**config.mk**
```make
export PLATFORM = sky130hd
export DESIGN_NAME = paralelo_serial_param
export DESIGN_NICKNAME = d
export VERILOG_FILES = /design/src/rtl/ps_pkg.sv /design/src/rtl/ps_hold_reg.sv /design/src/rtl/paralelo_serial_param.sv
export SDC_FILE = /design/constraint.sdc
export NUM_CORES = 1
export LEC_CHECK = 0
export CAP_MARGIN = 10
export CORE_MARGIN = 5
export CORE_UTILIZATION = 30
export DETAILED_ROUTE_END_ITERATION = 16
export PLACE_DENSITY = 0.48
export SLEW_MARGIN = 30
export SYNTH_ARGS = -nofsm -noshare
export SYNTH_HDL_FRONTEND = slang
export SYNTH_HIERARCHICAL = 1
export SYNTH_SLANG_ARGS = --single-unit
```
**constraint.sdc**
```tcl
create_clock -name clk16f -period 4 [get_ports clk16f]
set_input_delay 0.6 -clock clk16f [delete_from_list [all_inputs] [get_ports clk16f]]
set_output_delay 0.6 -clock clk16f [all_outputs]
set_load 0.01 [all_outputs]
```
**src/rtl/ps_pkg.sv**
```systemverilog
// +--------------------------------------------------------------------------+
// | ps_pkg : shared constants, clog2 helper and phase enum for the serialiser |
// | rev 1.0                                                                  |
// +--------------------------------------------------------------------------+
`default_nettype none

package ps_pkg;

  localparam logic [7:0] K28_5     = 8'hBC;
  localparam logic [9:0] K28_5_10B = 10'h17C;

  typedef enum logic {
    PH_SYNC = 1'b0,
    PH_RUN  = 1'b1
  } phase_t;

  function automatic int clog2(input int value);
    int r;
    r = 0;
    for (int i = 0; i < 32; i++) begin
      if ((64'd1 << i) < 64'(value)) r = i + 1;
    end
    return r;
  endfunction

endpackage

`default_nettype wire

```
**src/rtl/ps_hold_reg.sv**
```systemverilog
// +--------------------------------------------------------------------------+
// | ps_hold_reg : one-entry skid/hold register with valid/ready handshake     |
// | rev 1.0                                                                  |
// +--------------------------------------------------------------------------+
`default_nettype none

module ps_hold_reg #(
  parameter int W = 8
) (
  input  logic         clk,
  input  logic         rst_n,
  input  logic [W-1:0] data_in,
  input  logic         valid_in,
  input  logic         enable,
  input  logic         take,
  output logic         ready,
  output logic [W-1:0] hold,
  output logic         hold_full
);

  logic accept;

  // A word can be taken when empty, or when the held word leaves on this edge.
  assign ready  = enable && (!hold_full || take);
  assign accept = valid_in && ready;

  always_ff @(posedge clk or negedge rst_n) begin
    if (!rst_n) begin
      hold      <= '0;
      hold_full <= 1'b0;
    end else if (accept) begin
      hold      <= data_in;
      hold_full <= 1'b1;
    end else if (take) begin
      hold_full <= 1'b0;
    end
  end

endmodule

`default_nettype wire

```
**src/rtl/paralelo_serial_param.sv**
```systemverilog
// +--------------------------------------------------------------------------+
// | paralelo_serial_param : DATA_W-bit words out LANE_W bits/cycle, MSB first |
// | optional macro PS_WORD_COUNT_EN adds the word_count port.   rev 1.0       |
// +--------------------------------------------------------------------------+
`default_nettype none

module paralelo_serial_param
  import ps_pkg::*;
#(
  parameter int                DATA_W      = 8,
  parameter int                LANE_W      = 2,
  parameter logic [DATA_W-1:0] IDLE_CHAR   = DATA_W'(K28_5),
  parameter int                SYNC_COMMAS = 4
) (
  input  logic              clk16f,
  input  logic              reset_L,
  input  logic [DATA_W-1:0] data_in,
  input  logic              valid_in,
  output logic              ready_out,
  output logic [LANE_W-1:0] serial,
  output logic              data_active
`ifdef PS_WORD_COUNT_EN
  ,
  output logic [15:0]       word_count
`endif
);

  localparam int BEATS    = DATA_W / LANE_W;
  localparam int BEAT_W   = (clog2(BEATS) > 0) ? clog2(BEATS) : 1;
  localparam int SYNC_W   = (clog2(SYNC_COMMAS + 1) > 0) ? clog2(SYNC_COMMAS + 1) : 1;
  localparam logic [BEAT_W-1:0] LAST_BEAT = BEAT_W'(BEATS - 1);

  logic [DATA_W-1:0] sr;
  logic [BEAT_W-1:0] beat;
  logic [SYNC_W-1:0] sync_cnt;
  phase_t            phase;

  logic              load;
  logic              sync_phase;
  logic              take;
  logic              hold_full;
  logic [DATA_W-1:0] hold;

  assign load       = (beat == LAST_BEAT);
  assign sync_phase = (phase == PH_SYNC);
  assign take       = load && !sync_phase && hold_full;
  assign serial     = sr[DATA_W-1 -: LANE_W];

  ps_hold_reg #(
    .W (DATA_W)
  ) u_hold (
    .clk       (clk16f),
    .rst_n     (reset_L),
    .data_in   (data_in),
    .valid_in  (valid_in),
    .enable    (!sync_phase),
    .take      (take),
    .ready     (ready_out),
    .hold      (hold),
    .hold_full (hold_full)
  );

  // Phase stays SYNC until the load that issues the last preamble comma;
  // with no preamble it leaves SYNC on the very first load after reset.
  always_ff @(posedge clk16f or negedge reset_L) begin
    if (!reset_L) begin
      sr          <= '0;
      beat        <= LAST_BEAT;
      sync_cnt    <= '0;
      phase       <= PH_SYNC;
      data_active <= 1'b0;
    end else if (load) begin
      beat <= '0;
      if (sync_phase) begin
        sr          <= IDLE_CHAR;
        data_active <= 1'b0;
        if (int'(sync_cnt) < SYNC_COMMAS) sync_cnt <= sync_cnt + 1'b1;
        if (int'(sync_cnt) + 1 >= SYNC_COMMAS) phase <= PH_RUN;
      end else if (hold_full) begin
        sr          <= hold;
        data_active <= 1'b1;
      end else begin
        sr          <= IDLE_CHAR;
        data_active <= 1'b0;
      end
    end else begin
      beat <= beat + 1'b1;
      sr   <= sr << LANE_W;
    end
  end

`ifdef PS_WORD_COUNT_EN
  always_ff @(posedge clk16f or negedge reset_L) begin
    if (!reset_L) word_count <= '0;
    else if (take) word_count <= word_count + 16'd1;
  end
`endif

endmodule

`default_nettype wire

```
After elaboration in Yosys (flattened, before gate mapping)
Cells that the tools add are included.

$add $sub $neg: 3. $mul: 0. Div/mod/pow operators: 0. Order comparisons: 2. Equality and inequality tests: 1. Shift operators: 0. Mux-type cells: 10. Bitwise logic cells: 1. Reduce and logical (&&, ||, !) cells: 8.

Operators by type and width (count): 8-bit 2-to-1 mux (3); 1-bit 2-to-1 mux (6); 3-bit by 1-bit adder with 4-bit output, second input constant (1); 4-bit by 3-bit >= comparator with 1-bit output, second input constant (1); 1-bit logical AND (4); 3-bit by 1-bit adder with 3-bit output, second input constant (1); 3-bit less-than comparator, second input constant (1); 3-bit AND reduction (1); 2-bit by 1-bit adder with 2-bit output, second input constant (1); 2-bit == test, second input constant (1); 2-bit 2-to-1 mux (1); 2-bit nonzero test (1); 1-bit logical NOT (1); 1-bit logical OR (1); 1-bit NOT (1).

Register bits: 24. Bits in latches: 0. Memory bits (writable): 0. Bits in read-only memories: 0. Input bits: 11. Memories: 0.

Longest topological paths before layout
Word-level depth: 7. Depth in mapped cells: 7. Gate-level depth less buffers: 6.

Cells and area by module
Netlist, hierarchy kept.

By module, submodules not included: paralelo_serial_param (instances 1, cells each 53, area each 603.1 um2); ps_hold_reg (instances 1, cells each 23, area each 400.4 um2).

Worst setup path after synthesis
No wires, ideal clock.

Kind: flip-flop to output port. Start: register beat[0]. End: output ready_out. Arrival: 1.258 ns. Path slack: 2.142 ns. Cell stages (with the launch flop): 6. Path buffers: 0. Cells stage by stage: dfstp_2 ha_1 inv_2 nor2_2 nand2b_4 and2_1.

Longest elaborated chain between the ends: 5.

RTL lines: start: declaration (RTL line paralelo_serial_param.sv:34) `logic [BEAT_W-1:0] beat;`; start signal: assignment (RTL line paralelo_serial_param.sv:87) `beat <= beat + 1'b1;`; 2-bit == test (RTL line paralelo_serial_param.sv:44) `assign load = (beat == LAST_BEAT);`; 1-bit logical AND (2 in series) (RTL line paralelo_serial_param.sv:46) `assign take = load && !sync_phase && hold_full;`; net take (RTL line paralelo_serial_param.sv:40) `logic take;`; 1-bit logical OR (RTL line ps_hold_reg.sv:24) `assign ready = enable && (!hold_full || take);`; 1-bit logical AND (RTL line ps_hold_reg.sv:24); end: declaration (RTL line paralelo_serial_param.sv:19) `output logic ready_out,`.

The timed path passes the listed nets, and every way through them passes these cells.

Final worst setup path
Same ends and word-level chain as after synthesis.

==> flow_summary.toml <==
[clock_network]
htree_levels = 1
post_cts_buffers = 0
clock_latency_ns = 0.31
cts_tree = "built"
clk_path_buf_depth = 2
cts_buffers = 3
cts.sinks = 24
cts.root.buffer_cell = "clkbuf_4"
cts_hold_buf = 0
clkTransAtPathRegs_ns = 0.13
cts_resized = 0

[global_route]
antenna_found_initial = 0
grt_max_degree = 25
grt_pass1_wl_mm = 2.41
overflow = 0
grt_usage_pct = 6.99
grt_pass1_vias = 556

[die]
die_area_mm2 = 0.00460
dieWidth_um = 67.8
initial_core_util_pct = 30.6
dieHeight_um = 67.8
core_area_mm2 = 0.00328
pin_count = 15
rows = 21

[sta]
timing.final.crit_share_pct = 75.6
tightest_slew_ns = 0.523
setup_viol = 0
min_period_ns = 3.02
final_max_slew_viol_count = 0
finClkSkew_ns = 0.00393
setup_slack_ns = 0.977
tns_ns = 0
max_slew_margin_pct = 65.1
rsz0062_at_grt = "no"
finalHoldViolCount = 0
max_freq_mhz = 331

[final_layout]
post-route-util_pct = 37.1
syn_to_final_growth_pct = 21.3
final_cells = 136
antenna_cells = 0
drive_gt1_share_pct = 24.4
fin_nets = 104
fillCellCount = 323

[yosys]
synthFlopType = "dfrtp_1"
yosysMostFrequentCell = "dfrtp_1"
synthArstFlopShare_pct = 100
seq_area_frac_synth_pct = 60.1
ys_seq_elements = 24
synthXorXnorAreaFrac_pct = 0.873
synth.distinct_cells = 24
avgSynthCellArea_um2 = 13.2
synth_top_family_by_area = "multiplexers"
synthAdderAreaFrac_pct = 2.49
yosys.area_share.simple_pct = 13.1
syn_nets = 89
synth_cells = 76
synthesis.area_mm2 = 0.00100
synthMuxAreaShare_pct = 13.1
synth_edf_count = 0
synth_top_cell_by_area = "dfrtp_1"
synth_top_area_share_pct = 54.9
synth.top_cells.by_count = "dfrtp_1, nor2_1, mux2_4, a21oi_1, nand2_1"
synth-compound-area-share_pct = 6.48
yosys_warnings = 6
ys_top_cells_by_area = "dfrtp_1, mux2_4, dfstp_2, nor2_1, a21oi_1"

[critical_path]
critPathCaptureType = "primary output"
crit_fanout = 15
crit_type = "register to primary output"
crit_arrival_ns = 2.42
startpoint_type = "register"
cp.required_ns = 3.40

[run]
drv_cap = 0

[drt]
drt-initial-drc-count = 9
vias = 555
dr.pass1.iters = 3
routedWlPerCell_um = 10.8
ant_nets = 0
drc = 0
wl_mm = 1.47
vias_per_cell = 4.08

[placed_design]
dp_hpwl_mm = 1.04
dp.cells = 132
place.gp.congestion = 0.725
numPortBuffers = 14
preCtsSetupSlack_ns = 1.32

[pwr]
power_density_mw_per_mm2 = 416
power.leakage_nw = 0.554
vdd_ir_drop_max_mv = 0.115

[outcome]
status = "finished clean"

[worst_hold_path]
min_path_type = "input pin to asynchronous set/reset pin"
-- sequential cells by signal, summed over array words and instances, names as in the netlist --
register	cells
phase	1
sync_cnt	3
beat	2
u_hold/hold	8
u_hold/hold_full	1
sr	8
data_active	1
-- kinds of logic after synthesis --
logic type,count (synthesis)
buffers and inverters,6
DFF,24
AOI/OAI and AO/OA,11
xor gates and xnor gates,1
muxes,9
and+or+nand+nor,23
adders and majority gates,2
-- worst paths after layout --
check	startpoint	endpoint	slack (ns)	cells past startpoint
min in group clk16f	sr[4]	sr[6]	0.47	1
hold / removal	reset_L	u_hold/hold[7]	0.24	1
setup / recovery	beat[0]	ready_out	0.98	6
max in group asynchronous	reset_L	beat[0]	3.39	1
setup reg to reg	beat[0]	u_hold/hold[2]	1.76	6
hold reg to reg	sr[4]	sr[6]	0.47	1
-- power by group --
group | total (W) | internal (W) | switching [W]
clock | 0.000174 | 0.000101 | 0.0000723
combinational | 0.0000591 | 0.0000384 | 0.0000206
sequential | 0.000274 | 0.000265 | 0.00000938
total | 0.000506 | 0.000404 | 0.000102
-- layout by cell type, fill, tap and decap left out, drive strengths merged --
cell	n
a21o	1
a21oi	6
a31o	1
and2	3
buf	1
bufinv	1
clkbuf	3
clkdlybuf4s50	13
dfrtp	22
dfstp	2
ha	2
inv	2
mux2	9
nand2	5
nand2b	1
nor2	12
nor2b	1
nor3	1
o21ai	2
o2bb2ai	1
xor2	1
-- per-layer routing --
metal  vias up  track usage [%]  part of all wire (%)
li1        278                -                     -
met2        14             10.9                    43
met1       261             8.94                    49
met4         0             4.22                   1.8
met3         2             1.31                   6.4
met5         -                0                     0
-- area by class of cell --
class                   instances  area (um2)  share of cell area [%]
clock inverters                 1        30.0                    2.47
well taps                      46        57.6                    4.73
flip-flops and latches         24         603                    49.5
clock buffers                   3        22.5                    1.85
inverters                       2        7.51                   0.617
multi-input cells              46         362                    29.7
repair buffers                 14         135                    11.1
-- through the flow --
stage	hold slack, ns	total power (W)	area, um2
5_1_grt	0.272	0.000527	1220
3_3_place_gp	0.476	0.000340	1170
6_report	0.244	0.000506	1220
3_5_place_dp	0.449	0.000339	1160
4_1_cts	0.268	0.000514	1220
2_1_floorplan	0.304	0.000316	1000
-- worst max-delay path, cell delays in order, from the launching register on --
cell and delay [ns]:
dfstp_2 0.55, ha_1 0.44, inv_2 0.14, nor2_2 0.18, nand2b_4 0.15, and2_1 0.12
clkdlybuf4s50_1 0.53
Note: power is estimated with default switching activity, not from simulation.
